## config.mk

```make
export PLATFORM = sky130hd
export DESIGN_NAME = count_wrap_monitor
export DESIGN_NICKNAME = d
export VERILOG_FILES = /design/src/rtl/counter_pkg.sv /design/src/rtl/wrap_detect.sv /design/src/rtl/count_wrap_monitor.sv
export SDC_FILE = /design/constraint.sdc
export NUM_CORES = 1
export LEC_CHECK = 0
export BUFFER_PORTS_ARGS = -buffer_cell sky130_fd_sc_hd__buf_2
export CORE_MARGIN = 4
export CORE_UTILIZATION = 25
export DETAILED_ROUTE_END_ITERATION = 7
export PLACE_DENSITY = 0.41
export SLEW_MARGIN = 20
export SYNTH_ARGS = -nofsm -noshare
export SYNTH_HDL_FRONTEND = slang
export SYNTH_SLANG_ARGS = --single-unit
```

## constraint.sdc

```tcl
create_clock -name clock -period 3.4 [get_ports clock]
set_input_delay 0.68 -clock clock [delete_from_list [all_inputs] [get_ports clock]]
set_output_delay 0.68 -clock clock [all_outputs]
set_load 0.03 [all_outputs]
```

## src/rtl/counter_pkg.sv

```systemverilog
// Shared constants and FSM encoding for counter-side stages.
// Used by count_wrap_monitor and wrap_detect.
package counter_pkg;

  localparam int DEF_CNT_W = 4;
  localparam logic [DEF_CNT_W-1:0] CNT_MAX = '1;

  typedef enum logic [1:0] {
    IDLE  = 2'd0,
    ARMED = 2'd1,
    RUN   = 2'd2,
    DONE  = 2'd3
  } state_t;

endpackage

```

## src/rtl/wrap_detect.sv

```systemverilog
// Holds the previous counter sample and flags the F->0 wrap
// and the rising edge into equality with a threshold.
module wrap_detect
  import counter_pkg::*;
#(
  parameter int CNT_W = DEF_CNT_W
) (
  input  logic             clock,
  input  logic             reset,
  input  logic [CNT_W-1:0] counter_in,
  input  logic [CNT_W-1:0] thr,
  output logic [CNT_W-1:0] prev_cnt,
  output logic             wrap,
  output logic             eq_edge
);

  always_ff @(posedge clock) begin
    if (reset) prev_cnt <= '0;
    else       prev_cnt <= counter_in;
  end

  assign wrap    = (prev_cnt == {CNT_W{1'b1}})
                && (counter_in == '0);
  assign eq_edge = (counter_in == thr)
                && (prev_cnt != thr);

endmodule

```

## src/rtl/count_wrap_monitor.sv

```systemverilog
// Wrap/threshold monitor after the free-running counter.
// Optional sequence check: COUNT_WRAP_MONITOR_SEQ_CHECK_EN.
module count_wrap_monitor
  import counter_pkg::*;
#(
  parameter int CNT_W        = DEF_CNT_W,
  parameter int WRAP_W       = 8,
  parameter int TARGET_WRAPS = 4
) (
  input  logic              clock,
  input  logic              reset,
  input  logic              enable,
  input  logic [CNT_W-1:0]  counter_in,
  input  logic              arm,
  input  logic [CNT_W-1:0]  threshold,
  output logic              busy,
  output logic              match_pulse,
  output logic              wrap_pulse,
  output logic [WRAP_W-1:0] wrap_count,
  output logic              done,
  output logic              seq_err
);

  state_t state, state_n;
  logic [CNT_W-1:0]  thr_q, thr_n, prev_cnt;
  logic [WRAP_W-1:0] cnt_n, cnt_inc;
  logic wrap, eq_edge, err_n, seq_bad;

  wrap_detect #(.CNT_W(CNT_W)) u_det (
    .clock      (clock),
    .reset      (reset),
    .counter_in (counter_in),
    .thr        (thr_q),
    .prev_cnt   (prev_cnt),
    .wrap       (wrap),
    .eq_edge    (eq_edge)
  );

`ifdef COUNT_WRAP_MONITOR_SEQ_CHECK_EN
  logic en_d, run_first;
  logic [CNT_W-1:0] expected;

  always_ff @(posedge clock) begin
    if (reset) begin
      en_d      <= 1'b0;
      run_first <= 1'b0;
    end else begin
      en_d      <= enable;
      run_first <= (state == ARMED)
                && (state_n == RUN);
    end
  end

  assign expected = prev_cnt + CNT_W'(en_d);
  assign seq_bad  = !run_first
                 && (counter_in != expected);
`else
  assign seq_bad = 1'b0;
`endif

  // saturating guard; TARGET_WRAPS normally stops us first
  assign cnt_inc = (wrap_count == '1) ? wrap_count
                 : wrap_count + 1'b1;

  always_comb begin
    state_n = state;
    thr_n   = thr_q;
    cnt_n   = wrap_count;
    err_n   = seq_err;
    unique case (state)
      IDLE, DONE: begin
        if (arm) begin
          state_n = ARMED;
          thr_n   = threshold;
          cnt_n   = '0;
          err_n   = 1'b0;
        end
      end
      ARMED: begin
        if (enable) state_n = RUN;
      end
      RUN: begin
        if (wrap) begin
          cnt_n = cnt_inc;
          if (cnt_inc == WRAP_W'(TARGET_WRAPS))
            state_n = DONE;
        end
        if (seq_bad) err_n = 1'b1;
      end
    endcase
  end

  always_ff @(posedge clock) begin
    if (reset) begin
      state       <= IDLE;
      thr_q       <= '0;
      wrap_count  <= '0;
      seq_err     <= 1'b0;
      busy        <= 1'b0;
      done        <= 1'b0;
      wrap_pulse  <= 1'b0;
      match_pulse <= 1'b0;
    end else begin
      state       <= state_n;
      thr_q       <= thr_n;
      wrap_count  <= cnt_n;
      seq_err     <= err_n;
      busy        <= (state_n == ARMED)
                  || (state_n == RUN);
      done        <= (state_n == DONE);
      wrap_pulse  <= wrap;
      match_pulse <= (state == RUN) && eq_edge;
    end
  end

endmodule

```

[Yosys cells after proc, flatten, opt, wreduce, memory -nomap -nowiden]
Cells that the tools add are included.
W data, S select, Z words.
Storage, ports and cells
  output and inout bits: 13
  ROM bits: 0
  RAM bits: 0
  memories: 0
  bits in registers: 22
  bits in latches: 0
Cells by class
  bitwise gates (word level): 0
  $lt $le $gt $ge: 0
  equal/unequal tests: 13
  multiplexer cells: 9
  $add $sub $neg: 1
  div/mod/pow operators: 0
  $mul: 0
  shift-type cells: 0
  reduce and logical (&&, ||, !) cells: 10
Operator list (count)
  $mux W8: 3
  $pmux W8 S2: 1
  $add A8 B1 Y8 const B: 1
  $eq A2 B2 Y1 const B: 4
  $eq A8 B3 Y1 const B: 1
  $eq A8 B8 Y1 const B: 1
  $mux W2: 4
  $pmux W2 S3: 1
  $eq A2 B1 Y1 const B: 2
  $eq A4 B4 Y1: 1
  $eq A4 B4 Y1 const B: 1
  $logic_not A4 Y1: 1
  $ne A2 B2 Y1 const B: 2
  $ne A4 B4 Y1: 1
  $logic_and A1 B1 Y1: 3
  $reduce_and A3 Y1: 1
  $logic_not A2 Y1: 1
  $reduce_and A2 Y1: 1
  $reduce_bool A2 Y1: 1
  $reduce_or A2 Y1: 1
  $logic_or A1 B1 Y1: 1

[Logic depth before layout (Yosys ltp)]
Gate-level depths: netlist (run 1).
  depth in word-level cells: 8
  mapped depth: 9

[By module]
From an unflattened synthesis (run 1), not the netlist that was laid out.
Second synthesis, totals
  cell total of the unflattened synthesis: 139
  area total of the unflattened synthesis: 1161.1 µm²
Modules (own cells, without submodules)
  count_wrap_monitor: instances 1, area an instance 938.4 µm², cells each 117
  wrap_detect: instances 1, area an instance 222.7 µm², cells each 22

[Worst setup path before layout (run 1)]
No wires, ideal clock.
  path type: reg2reg
  start: register wrap_count[0]
  end: register busy
  setup slack: 1019 ps
  path buffers: 0
  cell stages (with the launch flop): 9
  arrival: 2268 ps
  cell sequence: dfxtp_1 -> ha_1 -> nand2_1 -> or4_4 -> a2111oi_4 -> nand3_1 -> o21ai_1 -> ha_1 -> nor2b_1
Between the ends
  word-level cells in the longest chain between the ends: 8
  elaborated cells between the ends (all ways): 10
Ends and longest elaborated chain
  start: declaration: line count_wrap_monitor.sv:19  | output logic [WRAP_W-1:0] wrap_count,
  start signal: assignment: line count_wrap_monitor.sv:106  | wrap_count <= cnt_n;
  $add A8 B1 Y8 / $eq A8 B8 Y1 (equally long branches): line count_wrap_monitor.sv:63, count_wrap_monitor.sv:62
  $mux W8 *: line count_wrap_monitor.sv:62  | assign cnt_inc = (wrap_count == '1) ? wrap_count
  $eq A8 B3 Y1 *: line count_wrap_monitor.sv:85  | if (cnt_inc == WRAP_W'(TARGET_WRAPS))
  $mux W2 *: line count_wrap_monitor.sv:85
  $mux W2 *: line count_wrap_monitor.sv:83  | if (wrap) begin
  $pmux W2 S3 *: line count_wrap_monitor.sv:70  | unique case (state)
  $eq A2 B1 Y1 / $eq A2 B2 Y1 (equally long branches): line count_wrap_monitor.sv:108, count_wrap_monitor.sv:109
  $logic_or A1 B1 Y1 *: line count_wrap_monitor.sv:109  | || (state_n == RUN);
  end signal: assignment: line count_wrap_monitor.sv:108  | busy <= (state_n == ARMED)
  end: declaration: line count_wrap_monitor.sv:16  | output logic busy,
Every way passes the cells marked *; elsewhere a longest branch is shown, timed or not.
A chain may end at the register's enable or synchronous reset.

[Worst setup path after layout (run 1)]
Same ends and word-level chain as after synthesis.

==> impl_metrics.csv, run 1 <==
group,metric,value,unit
outcome,status,"finished clean",
floorplanning,die_w,79.31,um
finish,fin_area,1484,um^2
drt,via_per_inst,4.801,
drt,dr.pass1.iters,4,
cts,root_buffer,"clkbuf_8",
placed_design,place_ws,0.9599,ns
cts,cts.sinks,22,
grt,grt_use_total,10.04,%
power,power.share.clock,31.1,%
sta,fmax,0.4193,GHz
sta,finalWorstSetupSlack,1.015,ns
sta,fin_worst_skew,0.005926,ns
hold_path,hold_class,"reg2reg",
logic_synthesis,seq_area_frac_synth,34.65,%
drt,num_vias,1133,
placed_design,placed_cell_area,1413,um^2
cts,cts_buffers,3,
logic_synthesis,syn_area,1271,um^2
grt,grt_max_degree,22,
sta,hold_viol_final,0,
power,total_power,0.8090,mW
power,p_int,0.5368,mW
finish,fillers,546,
floorplanning,die_y,79.31,um
cts,cts_resized,0,
finish,diodes,0,
floorplanning,io_pins,25,
setup_path,worstPathMaxFanout,7,
power,combinationalPowerShare,30.8,%
setup_path,start_kind,"register",
cts,insertion_delay,0.27,ns
logic_synthesis,synth_xor_area_share,5.512,%
drt,drt_iter0_drc,40,
placed_design,portBuffers,23,
sta,post-route-period-util,70.14,%
power,leakagePower,0.5699,nW
logic_synthesis,syn_nets,167,
sta,setup_tns,0,ns
cts,cts_hold_buffers,0,
finish,num-nets-final,186,
logic_synthesis,syn-instance-count,151,
sta,fin_crit,2.385,ns
logic_synthesis,synth-seq-cells,22,
logic_synthesis,synth_top_family_by_area,"simple AND/OR/NAND/NOR gates",
sta,rsz0062_at_grt,"no",
sta,setup_violations,0,
setup_path,critPathArrivalTime,2.53,ns
run,drv_cap,0,
power,p_sw_share,33.64,%
logic_synthesis,synth.mux.area_fraction,1.673,%
floorplanning,start_util,26.39,%
drt,wire_per_inst,13.20,um
cts,htreeDepth,1,
power,p_seq_share,38.1,%
sta,worstMarginPinSlew,0.5368,ns
finish,area_growth,16.73,%
setup_path,crit_type,"reg2reg",
grt,grt_pass1_vias,1042,
logic_synthesis,syn_area_per_cell,8.419,um^2
cts,cts_max_path_buffers,2,
logic_synthesis,synth_fa_ha_area_share,3.937,%
floorplanning,die_area,6290,um^2
grt,grt_overflow,0,
setup_path,required,3.55,ns
power,p_sw,0.2721,mW
power,ir_drop,0.0002951,V
logic_synthesis,synth-compound-area-share,22.44,%
logic_synthesis,ys_types,47,
placed_design,place_congestion,0.8100,
cts,postCtsSetupBuffers,0,
cts,clkTransAtPathRegs,0.09,ns
sta,drv_slew,0,
finish,final_layout_size_suffix_gt1_share,20.12,%
drt,totalWireLength,3115,um
sta,maxSlewHeadroom,64.22,%
power,power_density,545.2,nW/um^2
floorplanning,core_area,4817,um^2
floorplanning,rows,25,
setup_path,end_kind,"register",
logic_synthesis,ys_warn_count,0,
logic_synthesis,synthSimpleGateAreaFrac,25.20,%
grt,grt_pass1_wl,5043,um
cts,cts_tree,"built",
setup_path,r2r_setup_slack,1.02,ns
grt,antenna_found_initial,0,
drt,drc_errors,0,
drt,ant_nets,0,
finish,post-route-util,30.81,%
placed_design,hpwl,2324,um
critical path: stages (launching register included):
cell	delay, ns
dfxtp_1	0.44
ha_1	0.30
nand2_1	0.13
or4_4	0.46
a2111oi_4	0.32
nand3_1	0.12
o21ai_1	0.15
ha_1	0.24
nor2b_1	0.12
layout by cell type, fill, tap and decap left out, types with 2 or more instances in the layout:
| cell type | netlist | final |
|---|---|---|
| a21oi_1 | 13 | 13 |
| a22o_1 | 2 | 2 |
| buf_2 | 1 | 23 |
| and3_1 | 2 | 2 |
| xnor2_1 | 5 | 5 |
| nand2_1 | 13 | 13 |
| nor3_1 | 2 | 2 |
| o21a_1 | 2 | 2 |
| nor2b_1 | 8 | 8 |
| dfxtp_1 | 22 | 22 |
| nand4_1 | 5 | 5 |
| xor2_1 | 3 | 3 |
| a21boi_0 | 2 | 2 |
| o21ai_1 | 3 | 3 |
| clkbuf_8 | 0 | 3 |
| nor2_1 | 7 | 7 |
| a31oi_1 | 2 | 2 |
| ha_1 | 4 | 4 |
| and2_1 | 2 | 2 |
| a211oi_1 | 2 | 2 |
| inv_1 | 5 | 5 |
| o21ai_0 | 6 | 6 |
| nand3_1 | 10 | 10 |
layout make-up:
type | instances | area, um^2 | share of cell area (%)
sequential | 22 | 440.4 | 29.68
clock buffer | 3 | 41.29 | 2.782
timing repair buffer | 23 | 115.1 | 7.757
multi-input combinational | 114 | 750.7 | 50.59
inverter | 6 | 22.52 | 1.518
tap | 67 | 83.83 | 5.649
clock inverter | 1 | 30.03 | 2.024
cells by family (layout without fill, tap and decap cells):
| group | count (synthesis) | in the layout |
|---|---|---|
| AOI/OAI and AO/OA | 41 | 41 |
| xor gates and xnor gates | 8 | 8 |
| adders and majority gates | 4 | 4 |
| buffers and inverters | 15 | 33 |
| DFF | 22 | 22 |
| muxes | 2 | 2 |
| other | 1 | 1 |
| and+or+nand+nor | 58 | 58 |
registers in the layout, summed over array words and instances (netlist names):
register,count
done,1
match_pulse,1
busy,1
u_det.prev_cnt,4
state,2
wrap_count,8
wrap_pulse,1
thr_q,4
metrics by stage:
step / hold WS, ns / std cells
floorplan: 0.4727 / 151
finish: 0.5149 / 236
global route: 0.5369 / 236
global placement: 0.5023 / 232
detailed placement: 0.5022 / 232
CTS: 0.5148 / 236
path summary, 6_finish.rpt:
path / from / endpoint / cells past startpoint
setup reg to reg: wrap_count[0]$_SDFFE_PP0P_ / busy$_SDFF_PP0_ / 8
hold reg to reg: thr_q[2]$_SDFFE_PP0P_ / thr_q[2]$_SDFFE_PP0P_ / 2
setup / recovery: wrap_count[0]$_SDFFE_PP0P_ / busy$_SDFF_PP0_ / 8
hold / removal: thr_q[2]$_SDFFE_PP0P_ / thr_q[2]$_SDFFE_PP0P_ / 2
cell usage after synthesis (all sizes together):
master   count  area share [%]
o311ai       1            0.69
nor3         2            0.79
a311oi       1            0.69
ha           4             3.9
xnor2        5             3.4
nand4b       1            0.69
a32o         1            0.79
nand2       13             3.8
or3          2             1.1
or4          2             1.5
conb         1            0.29
o31ai        1            0.59
nor4         1            0.98
a2111oi      1             2.2
o21a         2             1.2
and2         2            0.98
nand2b       1            0.49
o21ai        9             3.5
a22o         2             1.4
xor2         3             2.1
a211oi       2             1.2
dfxtp       22              35
nor2         7             2.1
and3         2            0.98
buf          6             3.6
inv          5             1.5
a21oi       13             5.1
o211ai       1            0.59
mux2         1            0.89
a41oi        1            0.69
a22oi        1            0.98
and4         2             1.5
clkinv       1            0.29
clkbuf       3            0.89
nand3       10             3.9
nor2b        8             3.9
a31oi        2            0.98
mux2i        1            0.79
nand4        5             2.5
a21boi       2             1.2
o2111ai      1            0.69
power groups by stage:
stage | logic, mW | clock network, mW | registers (mW)
after floorplan | 0.189 | 0 | 0.321
after detailed placement | 0.249 | 0 | 0.313
after global routing | 0.286 | 0.267 | 0.312
after global placement | 0.248 | 0 | 0.313
final | 0.249 | 0.251 | 0.308
after CTS | 0.251 | 0.259 | 0.308
routing by layer:
layer	vias up	track usage, %	routed length (um)
li1	585	-	-
met1	523	13.37	1551
met3	2	2.154	126
met4	0	3.093	19
met5	-	0	0
met2	23	16.16	1418
Note: power is estimated with default switching activity, not from simulation.
==> inputs of run 2 (changes only) <==
PLACE_DENSITY = 0.43   (was 0.41)
clock period = 2.1 ns   (was 3.4 ns; I/O delays follow)
==> run 2 against run 1 <==
Effect of this change: clock skew fell by 0.0047 ns; combinational power rose by 100%; first-iteration DRC count rose by 73%; non-clock buffer count rose by 21; sequential cell count did not move; wire length rose by 8.8%; utilization rose by 3.9 points; cell area rose by 13%; highest routed layer unchanged.
==> impl_metrics.csv, run 2 (synthesized netlist as in run 1, its figures left out) <==
group,metric,value,unit
cts,cts_max_path_buffers,2,
drt,drt_iter0_drc,69,
setup_path,worstPathMaxFanout,6,
floorplanning,core_area,4817,um^2
cts,postCtsSetupBuffers,0,
finish,final_layout_size_suffix_gt1_share,34.74,%
cts,clkTransAtPathRegs,0.09,ns
sta,hold_viol_final,0,
setup_path,reg2regPathDepth,8,
placed_design,hpwl,2609,um
drt,drc_errors,0,
finish,final_common_cell,"buf_2",
cts,cts_buffers,3,
cts,htreeDepth,1,
drt,totalWireLength,3390,um
outcome,status,"finished clean",
finish,diodes,0,
setup_path,required,2.27,ns
grt,gr-usage-met2,18.35,%
hold_path,whs_path_depth,3,
power,power_density,812.7,nW/um^2
setup_path,r2r_setup_slack,0.01,ns
cts,cts_tree,"built",
floorplanning,start_util,26.39,%
floorplanning,rows,25,
grt,busiest_layer,"met2",
sta,rsz0062_at_grt,"yes",
setup_path,r2r_end,"busy$_SDFF_PP0_",
finish,largest-register,"wrap_count",
grt,grt_overflow,0,
finish,layout_common_cells,"23 x buf_2, 21 x buf_4, 14 x dfxtp_1",
finish,post-route-util,34.73,%
finish,area_growth,31.59,%
setup_path,startpoint,"wrap_count[0]$_SDFFE_PP0P_",
placed_design,portBuffers,23,
drt,wire_per_inst,13.19,um
sta,setup_violations,0,
drt,ant_nets,0,
cts,cts.sinks,22,
hold_path,hp-start,"threshold[0]",
setup_path,critPathArrivalTime,2.26,ns
drt,num_vias,1228,
cts,cts_resized,1,
floorplanning,die_w,79.31,um
finish,top_regs,"wrap_count: 8 flops, thr_q: 4 flops, u_det.prev_cnt: 4 flops",
grt,grt_use_total,11.12,%
power,ir_drop,0.0004449,V
grt,grt_pass1_wl,5533,um
grt,grt_max_degree,14,
placed_design,place_congestion,0.8921,
grt,grt_pass1_vias,1188,
finish,largest_reg_flops,8,
grt,globalRouteMet1Util,14.41,%
grt,met3_usage,1.587,%
sta,hold_slack,0.3931,ns
setup_path,r2r_start,"wrap_count[0]$_SDFFE_PP0P_",
sta,post-route-period-util,99.46,%
drt,dr.pass1.iters,4,
sta,drv_slew,0,
drt,via_per_inst,4.778,
grt,antenna_found_initial,0,
cts,cts_hold_buffers,0,
finish,layout.cells.non_filler,257,
setup_path,start_kind,"register",
hold_path,hold_end,"thr_q[0]$_SDFFE_PP0P_",
run,drv_cap,0,
finish,num-nets-final,207,
sta,fmax,0.4788,GHz
cts,insertion_delay,0.27,ns
placed_design,dp_cells,253,
setup_path,end_kind,"register",
cts,root_buffer,"clkbuf_8",
floorplanning,die_y,79.31,um
power,leakagePower,0.6784,nW
floorplanning,die_area,6290,um^2
setup_path,crit_type,"reg2reg",
hold_path,hold_class,"in2reg",
sta,fin_crit,2.089,ns
sta,fin_worst_skew,0.001191,ns
floorplanning,io_pins,25,
[run 2: cell types whose count changed in the layout (fill, tap and decap cells not counted), moves of 3 or more]
cell | previous run | this run
buf_4 | 0 | 21
dfxtp_1 | 22 | 14
dfxtp_2 | 0 | 5
dfxtp_4 | 0 | 3
[run 2: how the worst max path moves through the flow]
stage	to	slack (ns)	cells after the start
4_1_cts	busy$_SDFF_PP0_	0.005	8
5_1_grt	busy$_SDFF_PP0_	-0.09	8
6_report	busy$_SDFF_PP0_	0.01	8
3_5_place_dp	busy$_SDFF_PP0_	-0.03	8
2_1_floorplan	busy$_SDFF_PP0_	0.007	8
3_3_place_gp	busy$_SDFF_PP0_	-0.02	8
[run 2: cell type report]
cell class                      count  area (um^2)
Timing Repair Buffer               44        272.8
Multi-Input combinational cell    114        769.5
Inverter                            6        22.52
Sequential cell                    22        457.9
Fill cell                         528         3144
Clock buffer                        4        66.31
Tap cell                           67        83.83
[run 2: through the flow]
step | power (mW) | cell area [um^2] | setup TNS [ns] | setup WS, ns
final | 1.360 | 1673 | 0 | 0.01139
after global routing | 1.442 | 1673 | -0.09197 | -0.09197
after CTS | 1.368 | 1669 | 0 | 0.004832
after detailed placement | 0.9950 | 1600 | -0.02794 | -0.02794
after global placement | 0.9876 | 1600 | -0.01989 | -0.01989
after floorplan | 0.8221 | 1305 | 0 | 0.006697
[run 2: power by group]
group          internal (mW)  switching (mW)  total (mW)
sequential             0.456          0.0300       0.486
clock                  0.207           0.160       0.368
combinational          0.235           0.271       0.506
total                  0.898           0.461        1.36
[run 2: worst max-delay path: stages (launching register included)]
cell and delay, ns:
dfxtp_4 0.37, ha_4 0.16, nand2_2 0.06, or4_4 0.44
a2111oi_4 0.34, nand3_1 0.14, o21ai_2 0.13, ha_1 0.23
nor2b_1 0.12
[run 2: metal layers]
layer  vias up  wire length (um)
met2        29              1548
li1        624                 -
met3         5               147
met5         -                 0
met4         0                59
met1       570              1635
